[src/rtl/ysyx_25040111_pkg.sv]
// Shared definitions for the I-cache refill responder and its perf counters.
package ysyx_25040111_pkg;

  typedef enum logic [1:0] {
    IDLE = 2'd0,
    AR   = 2'd1,
    R    = 2'd2,
    DONE = 2'd3
  } refill_state_t;

  localparam logic [1:0] AXI_RESP_OKAY = 2'b00;

  localparam int unsigned SAT_MAX_W = 64;

  // Increment v, clamping at the all-ones value of a w-bit counter.
  function automatic logic [SAT_MAX_W-1:0] sat_inc(input logic [SAT_MAX_W-1:0] v,
                                                   input int unsigned w);
    logic [SAT_MAX_W-1:0] lim;
    lim = (w >= SAT_MAX_W) ? '1 : ((SAT_MAX_W'(1) << w) - SAT_MAX_W'(1));
    return (v >= lim) ? lim : v + SAT_MAX_W'(1);
  endfunction

endpackage

[src/rtl/ysyx_25040111_sat_cnt.sv]
// Saturating up-counter: sticks at all-ones instead of wrapping.
module ysyx_25040111_sat_cnt
  import ysyx_25040111_pkg::*;
#(
  parameter int unsigned W = 32
) (
  input  logic         clock,
  input  logic         reset,
  input  logic         inc,
  output logic [W-1:0] value
);

  always_ff @(posedge clock) begin
    if (!reset) begin
      value <= '0;
    end else if (inc) begin
      value <= W'(sat_inc(SAT_MAX_W'(value), W));
    end
  end

endmodule

[src/rtl/ysyx_25040111_refill_rsp.sv]
// I-cache refill responder: turns a one-cycle refill request into a single-beat
// AXI4-Lite read and returns the word with a one-cycle rok pulse.
module ysyx_25040111_refill_rsp
  import ysyx_25040111_pkg::*;
#(
  parameter int unsigned ADDR_W = 32,
  parameter int unsigned DATA_W = 32,
  parameter int unsigned CNT_W  = 32
) (
  input  logic              clock,
  input  logic              reset,
  input  logic              rstart,
  input  logic [ADDR_W-1:0] addr,
  output logic              rok,
  output logic [DATA_W-1:0] rdata,
  output logic              rerr,
  output logic [ADDR_W-1:0] araddr,
  output logic              arvalid,
  input  logic              arready,
  input  logic [DATA_W-1:0] m_rdata,
  input  logic [1:0]        rresp,
  input  logic              rvalid,
  output logic              rready,
  output logic [CNT_W-1:0]  perf_req,
  output logic [CNT_W-1:0]  perf_cyc
);

  refill_state_t state_q;
  refill_state_t state_d;

  logic arvalid_d;
  logic rready_d;
  logic rok_d;
  logic load_addr;
  logic load_data;
  logic inc_req;
  logic inc_cyc;

  // Byte offset is dropped when forming the word-aligned AXI address.
  logic unused_addr_lo;
  assign unused_addr_lo = ^addr[1:0];

  always_ff @(posedge clock) begin
    if (!reset) begin
      state_q <= IDLE;
    end else begin
      state_q <= state_d;
    end
  end

  // Requests arriving in AR or R are dropped; only IDLE and DONE accept one.
  always_comb begin
    state_d = state_q;
    case (state_q)
      IDLE:    if (rstart)  state_d = AR;
      AR:      if (arready) state_d = R;
      R:       if (rvalid)  state_d = DONE;
      DONE:    state_d = rstart ? AR : IDLE;
      default: state_d = IDLE;
    endcase
  end

  // Output values for the next cycle, decoded from the next state so the
  // registered outputs line up with the state they belong to.
  always_comb begin
    arvalid_d = 1'b0;
    rready_d  = 1'b0;
    rok_d     = 1'b0;
    load_addr = 1'b0;
    load_data = 1'b0;
    arvalid_d = (state_d == AR);
    rready_d  = (state_d == R);
    rok_d     = (state_d == DONE);
    load_addr = rstart && ((state_q == IDLE) || (state_q == DONE));
    load_data = (state_q == R) && rvalid;
  end

  always_ff @(posedge clock) begin
    if (!reset) begin
      arvalid <= 1'b0;
      rready  <= 1'b0;
      rok     <= 1'b0;
      rerr    <= 1'b0;
      rdata   <= '0;
      araddr  <= '0;
    end else begin
      arvalid <= arvalid_d;
      rready  <= rready_d;
      rok     <= rok_d;
      if (load_addr) begin
        araddr <= {addr[ADDR_W-1:2], 2'b00};
      end
      if (load_data) begin
        rdata <= m_rdata;
        rerr  <= (rresp != AXI_RESP_OKAY);
      end
    end
  end

  assign inc_req = (state_q == DONE);
  assign inc_cyc = (state_q == AR) || (state_q == R);

  ysyx_25040111_sat_cnt #(
    .W(CNT_W)
  ) u_perf_req (
    .clock(clock),
    .reset(reset),
    .inc  (inc_req),
    .value(perf_req)
  );

  ysyx_25040111_sat_cnt #(
    .W(CNT_W)
  ) u_perf_cyc (
    .clock(clock),
    .reset(reset),
    .inc  (inc_cyc),
    .value(perf_cyc)
  );

endmodule
[config.mk]
export PLATFORM = sky130hd
export DESIGN_NAME = ysyx_25040111_refill_rsp
export DESIGN_NICKNAME = d
export VERILOG_FILES = /design/src/rtl/ysyx_25040111_pkg.sv /design/src/rtl/ysyx_25040111_sat_cnt.sv /design/src/rtl/ysyx_25040111_refill_rsp.sv
export SDC_FILE = /design/constraint.sdc
export NUM_CORES = 1
export LEC_CHECK = 0
export CAP_MARGIN = 20
export CORE_ASPECT_RATIO = 0.75
export CORE_UTILIZATION = 41
export CTS_CLUSTER_DIAMETER = 60
export DETAILED_ROUTE_END_ITERATION = 7
export GPL_ROUTABILITY_DRIVEN = 0
export PLACE_DENSITY = 0.77
export SYNTH_ARGS = -nofsm -noshare
export SYNTH_HDL_FRONTEND = slang
export SYNTH_SLANG_ARGS = --single-unit
[constraint.sdc]
create_clock -name clock -period 1.99 [get_ports clock]
set_clock_uncertainty 0.2 [all_clocks]
set_input_delay 0.2985 -clock clock [delete_from_list [all_inputs] [get_ports clock]]
set_output_delay 0.2985 -clock clock [all_outputs]
set_load 0.05 [all_outputs]
Yosys cells after proc, flatten, opt, wreduce, memory -nomap -nowiden --
Index checks and enable logic that the tools add are counted.
Storage, ports and cells: word-level logic and storage cells 32, RAM bits 0, flip-flop bits (word level) 132, ROM bits 0, output and inout bits 132, input bits 71, memories kept 0, bits in latches 0
Operators by class: $mul 0, order comparisons 2, eq/ne operators 6, mux-type cells 7, reductions and logical operators 6, divide/modulo/power cells 0, bitwise logic cells 0, shifts and indexed selects 0, add/subtract/negate cells 2
Operator list (number):
- 32-bit by 1-bit adder with 32-bit output, second input constant | 2
- 32-bit greater-or-equal comparator, second input constant | 2
- 32-bit two-way mux | 2
- 2-bit == test, second input constant | 4
- 2-bit case mux with 4 select lines | 1
- 2-bit two-way mux | 3
- 2-bit by 1-bit == test with 1-bit output, second input constant | 2
- 1-bit logical AND | 2
- 2-bit zero test | 1
- 1-bit logical OR | 2
- 2-bit nonzero test | 1
- 1-bit two-way mux | 1

Logic depth before layout (Yosys ltp) --
Gate-level depths: netlist (run 1).
depth after elaboration 3, depth in mapped cells 9, mapped depth without buffers 7

By module --
Synthesis (run 1) repeated with hierarchy kept, for this count alone.
Second synthesis, totals: cells, all modules 666, area, all modules 5954.5 µm²
Modules (own cells, without submodules):
- ysyx_25040111_sat_cnt | instances 2, area an instance 1599.0 µm², seq. area each 640.6 µm², cells each 181
- ysyx_25040111_refill_rsp | instances 1, area an instance 2756.4 µm², seq. area each 1361.3 µm², cells each 304

Worst setup path before layout (run 1) --
OpenSTA, ideal clock, no wires.
path type reg2reg, from register u_perf_req.value[0], to register u_perf_req.value[30], required time 1727 ps, stages on the path, launching flop included 7, path buffers 0, slack -395 ps, period minus slack after synthesis 2385 ps, arrival time 2122 ps, library setup time 63 ps, path through dfxtp_1 -> ha_1 -> and4_1 -> nand2_1 -> nor4_4 -> mux2_2 -> nand3_1
On the way: longest elaborated chain between the ends 2, elaborated cells on any way between the ends 3, those cells by class add/sub: 1; order compare: 1; mux: 1
RTL lines:
- start, declared | RTL line ysyx_25040111_sat_cnt.sv:10 | output logic [W-1:0] value
- start signal, assigned | RTL line ysyx_25040111_sat_cnt.sv:17 | value <= W'(sat_inc(SAT_MAX_W'(value), W));
- 32-bit by 1-bit adder with 32-bit output or 32-bit greater-or-equal comparator (tied branches) | RTL line ysyx_25040111_pkg.sv:20 | return (v >= lim) ? lim : v + SAT_MAX_W'(1);
- 32-bit two-way mux * | RTL line ysyx_25040111_pkg.sv:20
Every way passes the cells marked *; elsewhere a longest branch is shown, timed or not. A chain may end at the register's enable or synchronous reset.

Worst setup path in the final report (run 1) --
from register state_q[0], to register u_perf_cyc.value[31]
On the way: longest elaborated chain between the ends 2, elaborated cells on any way between the ends 3, those cells by class eq/ne: 2; reduce/logical: 1
RTL lines:
- start, declared | RTL line ysyx_25040111_refill_rsp.sv:28 | refill_state_t state_q;
- start signal, assigned | RTL line ysyx_25040111_refill_rsp.sv:47 | state_q <= state_d;
- 2-bit by 1-bit == test with 1-bit output or 2-bit == test (tied branches) | RTL line ysyx_25040111_refill_rsp.sv:101 | assign inc_cyc = (state_q == AR) || (state_q == R);
- 1-bit logical OR * | RTL line ysyx_25040111_refill_rsp.sv:101
- net inc_cyc | RTL line ysyx_25040111_refill_rsp.sv:37 | logic inc_cyc;
- end signal, assigned | RTL line ysyx_25040111_sat_cnt.sv:17
- end, declared | RTL line ysyx_25040111_sat_cnt.sv:10
The timed path passes the listed nets; every way through them passes the cells marked *.

==> results of run 1 <==
[layout by cell type (no fill, tap or decap), types with 8 or more instances in the layout]
cell               n
nand3_2            8
a21oi_2           12
xor2_1            14
dfxtp_1           72
dfxtp_4           36
inv_1             10
buf_4            152
and3_1             8
and2_1             8
a31oi_1            8
nor4_4            13
nand4_1           17
nor2_1            14
a21oi_1          101
nand2_1          155
xnor2_1           30
dfxtp_2           24
nor3_2             8
clkbuf_16         20
o21ai_0           11
clkdlybuf4s50_1   68
dlygate4sd2_1     33
nand3_1           11
[path summary, 6_finish.rpt]
check	startpoint	end	slack, ns	depth (start not counted)
worst max-delay path	state_q[0]	u_perf_cyc.value[31]	-0.11	8
worst min-delay path	m_rdata[11]	rdata[11]	0.21	3
worst max register to register	state_q[0]	u_perf_cyc.value[31]	-0.11	8
worst min register to register	rdata[2]	rdata[2]	0.25	2
[cell type report]
cell class	instances	area (µm²)	area share
Timing Repair Buffer	264	2300	0.251
Clock inverter	4	48.8	0.00534
Clock buffer	28	601	0.0658
Inverter	13	50.0	0.00548
Sequential cell	132	2810	0.307
Multi-Input combinational cell	484	3120	0.341
Tap cell	171	214	0.0234
[flip-flops by register name, indices dropped and copies added, names as in the netlist]
name	count
u_perf_cyc.value	32
u_perf_req.value	32
rok	1
state_q	2
rdata	32
araddr	30
rready	1
arvalid	1
rerr	1
[routing by layer]
metal / vias up / track usage / part of all wire
li1: 2775 / - / -
met5: - / 0 / 0
met4: 0 / 0.112 / 0.020
met3: 29 / 0.0739 / 0.072
met2: 209 / 0.395 / 0.48
met1: 2705 / 0.308 / 0.43
[power by group]
part           switching [mW]  internal (mW)
clock network            1.17           2.18
registers              0.0464           2.68
logic                   0.513          0.321
total                    1.73           5.18
[worst max-delay path: stages, from the launching register on]
cell     delay, ns
dfxtp_2       0.35
inv_2         0.06
ha_4          0.26
and4_4        0.21
nand4_1       0.17
buf_4         0.21
nor4_4        0.23
xnor2_1       0.18
a21oi_1       0.10
[cell families after synthesis]
logic type | synth area share
AO/OA/AOI/OAI | 0.136
XOR/XNOR | 0.0743
adder cells (fa/ha/maj) | 0.0133
buffers and inverters | 0.0465
flip-flops | 0.467
multiplexers | 0.00575
other | 0.000663
AND/OR/NAND/NOR | 0.256
[through the flow]
| step | cells | TNS (ns) | total power [mW] | setup slack (ns) | util |
|---|---|---|---|---|---|
| 6_report | 1096 | -1.16 | 6.91 | -0.115 | 0.692 |
| 5_1_grt | 1096 | -3.50 | 7.14 | -0.210 | 0.692 |
| 4_1_cts | 1086 | -0.470 | 6.95 | -0.0661 | 0.675 |
| 3_5_place_dp | 1048 | -0.550 | 3.61 | -0.110 | 0.619 |
| 3_3_place_gp | 1048 | -0.154 | 3.59 | -0.0289 | 0.619 |
| 2_1_floorplan | 668 | -0.115 | 3.25 | -0.0399 | - |
[timing repair]
item                       in CTS  in global routing
setup buffers                   5                 10
cloned                          1                  0
setup endpoints to repair      54                 62
resized for setup              48                 35
pin swaps                      16                 17
==> run_results.csv, run 1 <==
group,metric,value,unit
run_status,outcome,"finished with violations",
run_status,violations,"negative setup slack",
route,vias_per_cell,5.22,
synthesis,yosysTopAreaCell,"dfxtp_1",
route,vias,5718,
synthesis,yosys-top-cells-area,"dfxtp_1 47%, nand2_1 11%, a21oi_1 9.1%",
timing,relSlewSlack,0.659,
clock_network,cts_buffer_depth,2,
synthesis,post_synth_num_cell_types,52,
synthesis,synthTopCellsByCount,"159 x nand2_1, 132 x dfxtp_1, 103 x a21oi_1, 32 x xnor2_1, 24 x clkbuf_1",
clock_network,clk_latency,0.43,ns
setup_path,cp_max_fo,3,
clock_network,cts_sinks,132,
die,core_region_area,13200,µm²
cells_and_area,area_growth,61.5,%
clock_network,cts-hold-fix-buffers,0,
placed_design,hpwl,11800,µm
timing,fin_crit_sh,1.06,
clock_network,clk_pin_slew_worst_paths,0.06,ns
route,drt_pass1_iterations,4,
route,wire_per_inst,15.9,µm
cells_and_area,antennaDiodeCount,0,
clock_network,clockRootBuffer,"clkbuf_16",
die,num_rows,36,
power_and_ir_drop,leakage,3.83,nW
global_routing,grtUsageTotal,0.249,
timing,tightest_slew,0.514,ns
synthesis,synth_ff_type,"dfxtp_1",
timing,fin_ws,-0.115,ns
timing,rsz0062_at_grt,"yes",
route,drtIter0Drc,317,
die,die_y,104,µm
synthesis,synth_top_area_share,0.467,
die,die_w,138,µm
global_routing,antenna_found_initial,0,
die,num_io_pins,203,
synthesis,syn_area,5660,µm²
synthesis,synth_seq_cells,132,
route,drc,0,
global_routing,grt-ovfl-total,0,
global_routing,grt_pass1_vias,5639,
global_routing,grt_pass1_wl,27700,µm
synthesis,synth-edff-count,0,
route,ant_nets,0,
hold_path,hp-class,"in -> reg",
synthesis,syn_inst,667,
clock_network,cts_buffers,17,
clock_network,cts_max_level,4,
setup_path,cp_data_arrival_time,2.21,ns
route,drt-total-wl,17500,µm
setup_path,critical_path_class,"reg -> reg",
timing,timing.final.crit_period,2.10,ns
timing,finalHoldViolCount,0,
die,start_util,0.429,
timing,hold_slack,0.214,ns
global_routing,grt_max_degree,51,
timing,drv_slew,0,
setup_path,cp.required,2.09,ns
power_and_ir_drop,ir_worst_vdd,632,µV
placed_design,place_area,8170,µm²
synthesis,yosysSeqAreaShare,0.467,
timing,max_freq,0.475,GHz
setup_path,endpoint_kind,"flip-flop",
flow_run,drv_cap,0,
cells_and_area,drive_above_1_share,0.359,
synthesis,ys_async_sr_fraction,0,
cells_and_area,fin_area,9130,µm²
setup_path,cp-start-kind,"flip-flop",
cells_and_area,final_nets,989,
power_and_ir_drop,powerDensity,756,nW/µm²
placed_design,port_buffers,198,
die,dieArea,14300,µm²
timing,setup_viol,17,
synthesis,ys.warnings.count,0,
cells_and_area,fillerInstances,1000,
synthesis,avgSynthCellArea,8.48,µm²
clock_network,tritoncts,"done",
synthesis,synth.most_common_cell,"nand2_1",
(Power assumes the default switching activity.)
==> inputs of run 2 (changes only) <==
--- a/config.mk
+++ b/config.mk
@@ -11,7 +11,8 @@
 export CTS_CLUSTER_DIAMETER = 60
 export DETAILED_ROUTE_END_ITERATION = 7
 export GPL_ROUTABILITY_DRIVEN = 0
-export PLACE_DENSITY = 0.77
+export PLACE_DENSITY = 0.76
 export SYNTH_ARGS = -nofsm -noshare
 export SYNTH_HDL_FRONTEND = slang
+export SYNTH_HIERARCHICAL = 1
 export SYNTH_SLANG_ARGS = --single-unit
==> run 2 against run 1 <==
Die area rose by 5.2%. Worst hold slack improved by 0.023 ns. Power rose by 6.0%. Final cell count rose by 0.36%. Synthesized cell count fell by 0.15%. The flow still finishes with violations (negative setup slack). Design area fell by 1.7%. Routed wire length fell by 9.1%. Sequential cell count did not move. Combinational power rose by 62%. Register-to-register slack improved by 0.11 ns.
==> run_results.csv, run 2 <==
group,metric,value,unit
setup_path,cp-start-kind,"flip-flop",
global_routing,grt_pass1_wl,25900,µm
route,drc,0,
timing,rsz0062_at_grt,"yes",
setup_path,critical_path_class,"reg -> reg",
global_routing,grt_pass1_vias,5098,
setup_path,path_delay_family,"simple AND/OR/NAND/NOR gates",
synthesis,synth_ff_type,"dfxtp_1",
run_status,violations,"negative setup slack",
placed_design,hpwl,11000,µm
route,ant_nets,0,
cells_and_area,area_growth,50.7,%
route,drt-total-wl,15900,µm
timing,drv_slew,0,
cells_and_area,stdcell_count,1100,
setup_path,rr_startpoint,"state_q[1]",
flow_run,drv_cap,0,
clock_network,tritoncts,"done",
timing,timing.final.crit_period,2.00,ns
timing,max_freq,0.500,GHz
run_status,outcome,"finished with violations",
setup_path,cp_data_arrival_time,2.07,ns
cells_and_area,drive_above_1_share,0.345,
synthesis,synth.most_common_cell,"nand2_1",
route,vias,5412,
synthesis,post_synth_num_cell_types,50,
setup_path,r2r_slack,-0.01,ns
synthesis,yosysSeqAreaShare,0.444,
cells_and_area,layout_common_cells,"150 x nand2_1, 137 x buf_4, 76 x dfxtp_1",
hold_path,hp-class,"in -> reg",
timing,fin_crit_sh,1.00,
timing,finalHoldViolCount,0,
timing,hold_slack,0.237,ns
die,die_w,141,µm
synthesis,yosysTopAreaCell,"dfxtp_1",
clock_network,cts_max_level,4,
synthesis,ys_async_sr_fraction,0,
clock_network,clockRootBuffer,"clkbuf_16",
synthesis,ys.warnings.count,6,
timing,setup_viol,1,
power_and_ir_drop,leakage,3.64,nW
synthesis,avgSynthCellArea,8.94,µm²
die,start_util,0.427,
route,wire_per_inst,14.4,µm
synthesis,synth_top_area_share,0.444,
hold_path,hold_depth,3,
placed_design,port_buffers,198,
timing,fin_ws,-0.00981,ns
setup_path,crit_chain,"inv_2 > ha_4 > nand4_2 > or2_4 > nor4_4 > and3b_1 > a211oi_2",
setup_path,reg2reg_to,"u_perf_cyc/value[31]",
die,dieArea,15000,µm²
global_routing,grt-ovfl-total,0,
setup_path,endpoint_kind,"flip-flop",
cells_and_area,largest_registers,"rdata (32), u_perf_cyc/value (32), u_perf_req/value (32)",
die,num_io_pins,203,
route,vias_per_cell,4.92,
synthesis,synthTopCellsByCount,"151 x nand2_1, 132 x dfxtp_1, 55 x a21oi_1, 40 x xnor2_1",
synthesis,synth_seq_cells,132,
die,die_y,106,µm
die,num_rows,37,
clock_network,cts_buffer_depth,2,
clock_network,clk_pin_slew_worst_paths,0.06,ns
setup_path,slowest_stage,"dfxtp_2",
clock_network,clk_latency,0.41,ns
cells_and_area,layout_commonest_cell,"nand2_1",
clock_network,cts_sinks,132,
synthesis,synth-edff-count,0,
synthesis,syn_inst,666,
synthesis,syn_area,5950,µm²
route,drt_pass1_iterations,7,
setup_path,cp_slowest_stage_delay,0.36,ns
cells_and_area,antennaDiodeCount,0,
hold_path,whs_endpoint,"araddr[12]",
setup_path,cp.required,2.06,ns
placed_design,dp_cells,1062,
route,drtIter0Drc,211,
hold_path,hold_start,"addr[12]",
global_routing,grtUsageTotal,0.215,
power_and_ir_drop,powerDensity,815,nW/µm²
global_routing,antenna_found_initial,0,
die,core_region_area,13900,µm²
setup_path,cp_max_fo,7,
setup_path,critical_path_buf_inv_count,1,
synthesis,yosys-top-cells-area,"dfxtp_1 44%, nand2_1 9.5%, xnor2_1 5.9%",
clock_network,cts_buffers,17,
global_routing,grt_max_degree,42,
cells_and_area,final_nets,969,
setup_path,reg2regPathDepth,7,
power_and_ir_drop,ir_worst_vdd,576,µV
run 2: changes by cell type after synthesis, moves of 8 or more:
cell | before | now
a21boi_1 | 0 | 30
a21boi_2 | 0 | 30
a21oi_1 | 103 | 55
buf_2 | 1 | 17
clkbuf_1 | 24 | 12
nand2_1 | 159 | 151
o21ai_0 | 12 | 1
xnor2_1 | 32 | 40
run 2: cell families (layout without fill, tap and decap cells):
group / after synthesis / after routing / synth area share
flops: 132 / 132 / 0.444
mux: 4 / 4 / 0.00672
buf+inv: 54 / 292 / 0.0502
xor+xnor: 52 / 52 / 0.0765
other cells: 1 / 2 / 0.000630
simple gates: 279 / 279 / 0.236
fa+ha+maj: 6 / 6 / 0.0126
compound gates: 138 / 138 / 0.173
run 2: area by class of cell:
type | count | area, µm²
repair buffers | 246 | 2130
clock buffers | 25 | 528
flip-flops and latches | 132 | 2740
fillers | 1216 | 4960
well taps | 195 | 244
multi-input cells | 481 | 3220
clock inverters | 7 | 65.1
inverters | 14 | 52.6
run 2: where the power goes:
group	leakage [nW]	internal [mW]	total (mW)	switching, mW
combinational	2.24	0.521	1.35	0.833
sequential	1.10	2.77	2.85	0.0807
clock	0.294	1.97	3.11	1.14
run 2: what timing repair did:
| action | 4_1_cts | 5_1_grt |
|---|---|---|
| endpoints found under the hold margin | 1 | 0 |
| pin swaps | 3 | 6 |
| setup endpoints to repair | 65 | 56 |
| gates resized for setup | 40 | 23 |
| cloned | 0 | 0 |
| buffers inserted | 1 | 4 |
| hold buffers | 1 | 0 |
run 2: worst max-delay path by stage:
stage	start	to	slack, ns	cells after the start
floorplan	state_q[0]	u_perf_cyc/value[31]	-0.04	8
global placement	state_q[1]	u_perf_cyc/value[15]	-0.08	8
detailed placement	state_q[1]	u_perf_cyc/value[31]	-0.12	7
CTS	state_q[1]	u_perf_req/value[31]	0.005	6
global route	state_q[1]	u_perf_cyc/value[15]	-0.12	8
finish	state_q[1]	u_perf_cyc/value[31]	-0.01	7
run 2: per-layer routing:
layer | GRT usage | part of all wire
met3 | 0.0626 | 0.053
met4 | 0.0512 | 0.0069
met1 | 0.291 | 0.47
met2 | 0.336 | 0.47
met5 | 0 | 0
run 2: stage by stage:
| stage | worst slack [ns] | setup TNS [ns] | area [µm²] | utilization | total power, mW |
|---|---|---|---|---|---|
| 6_report | -0.00981 | -0.00981 | 8980 | 0.644 | 7.32 |
| 5_1_grt | -0.118 | -2.58 | 8980 | 0.644 | 7.61 |
| 4_1_cts | 0.00507 | 0 | 8830 | 0.633 | 7.39 |
| 3_5_place_dp | -0.116 | -1.31 | 8230 | 0.591 | 4.30 |
| 3_3_place_gp | -0.0836 | -0.361 | 8230 | 0.591 | 4.28 |
| 2_1_floorplan | -0.0406 | -0.517 | 6140 | - | 3.78 |
run 2: worst reg2reg max path: cells and delay by family (launching register included):
kind | cells | cell delay, ns
and+or+nand+nor | 4 | 0.90
DFF | 1 | 0.36
adders and majority gates | 1 | 0.28
AOI/OAI and AO/OA | 1 | 0.07
buffers and inverters | 1 | 0.06
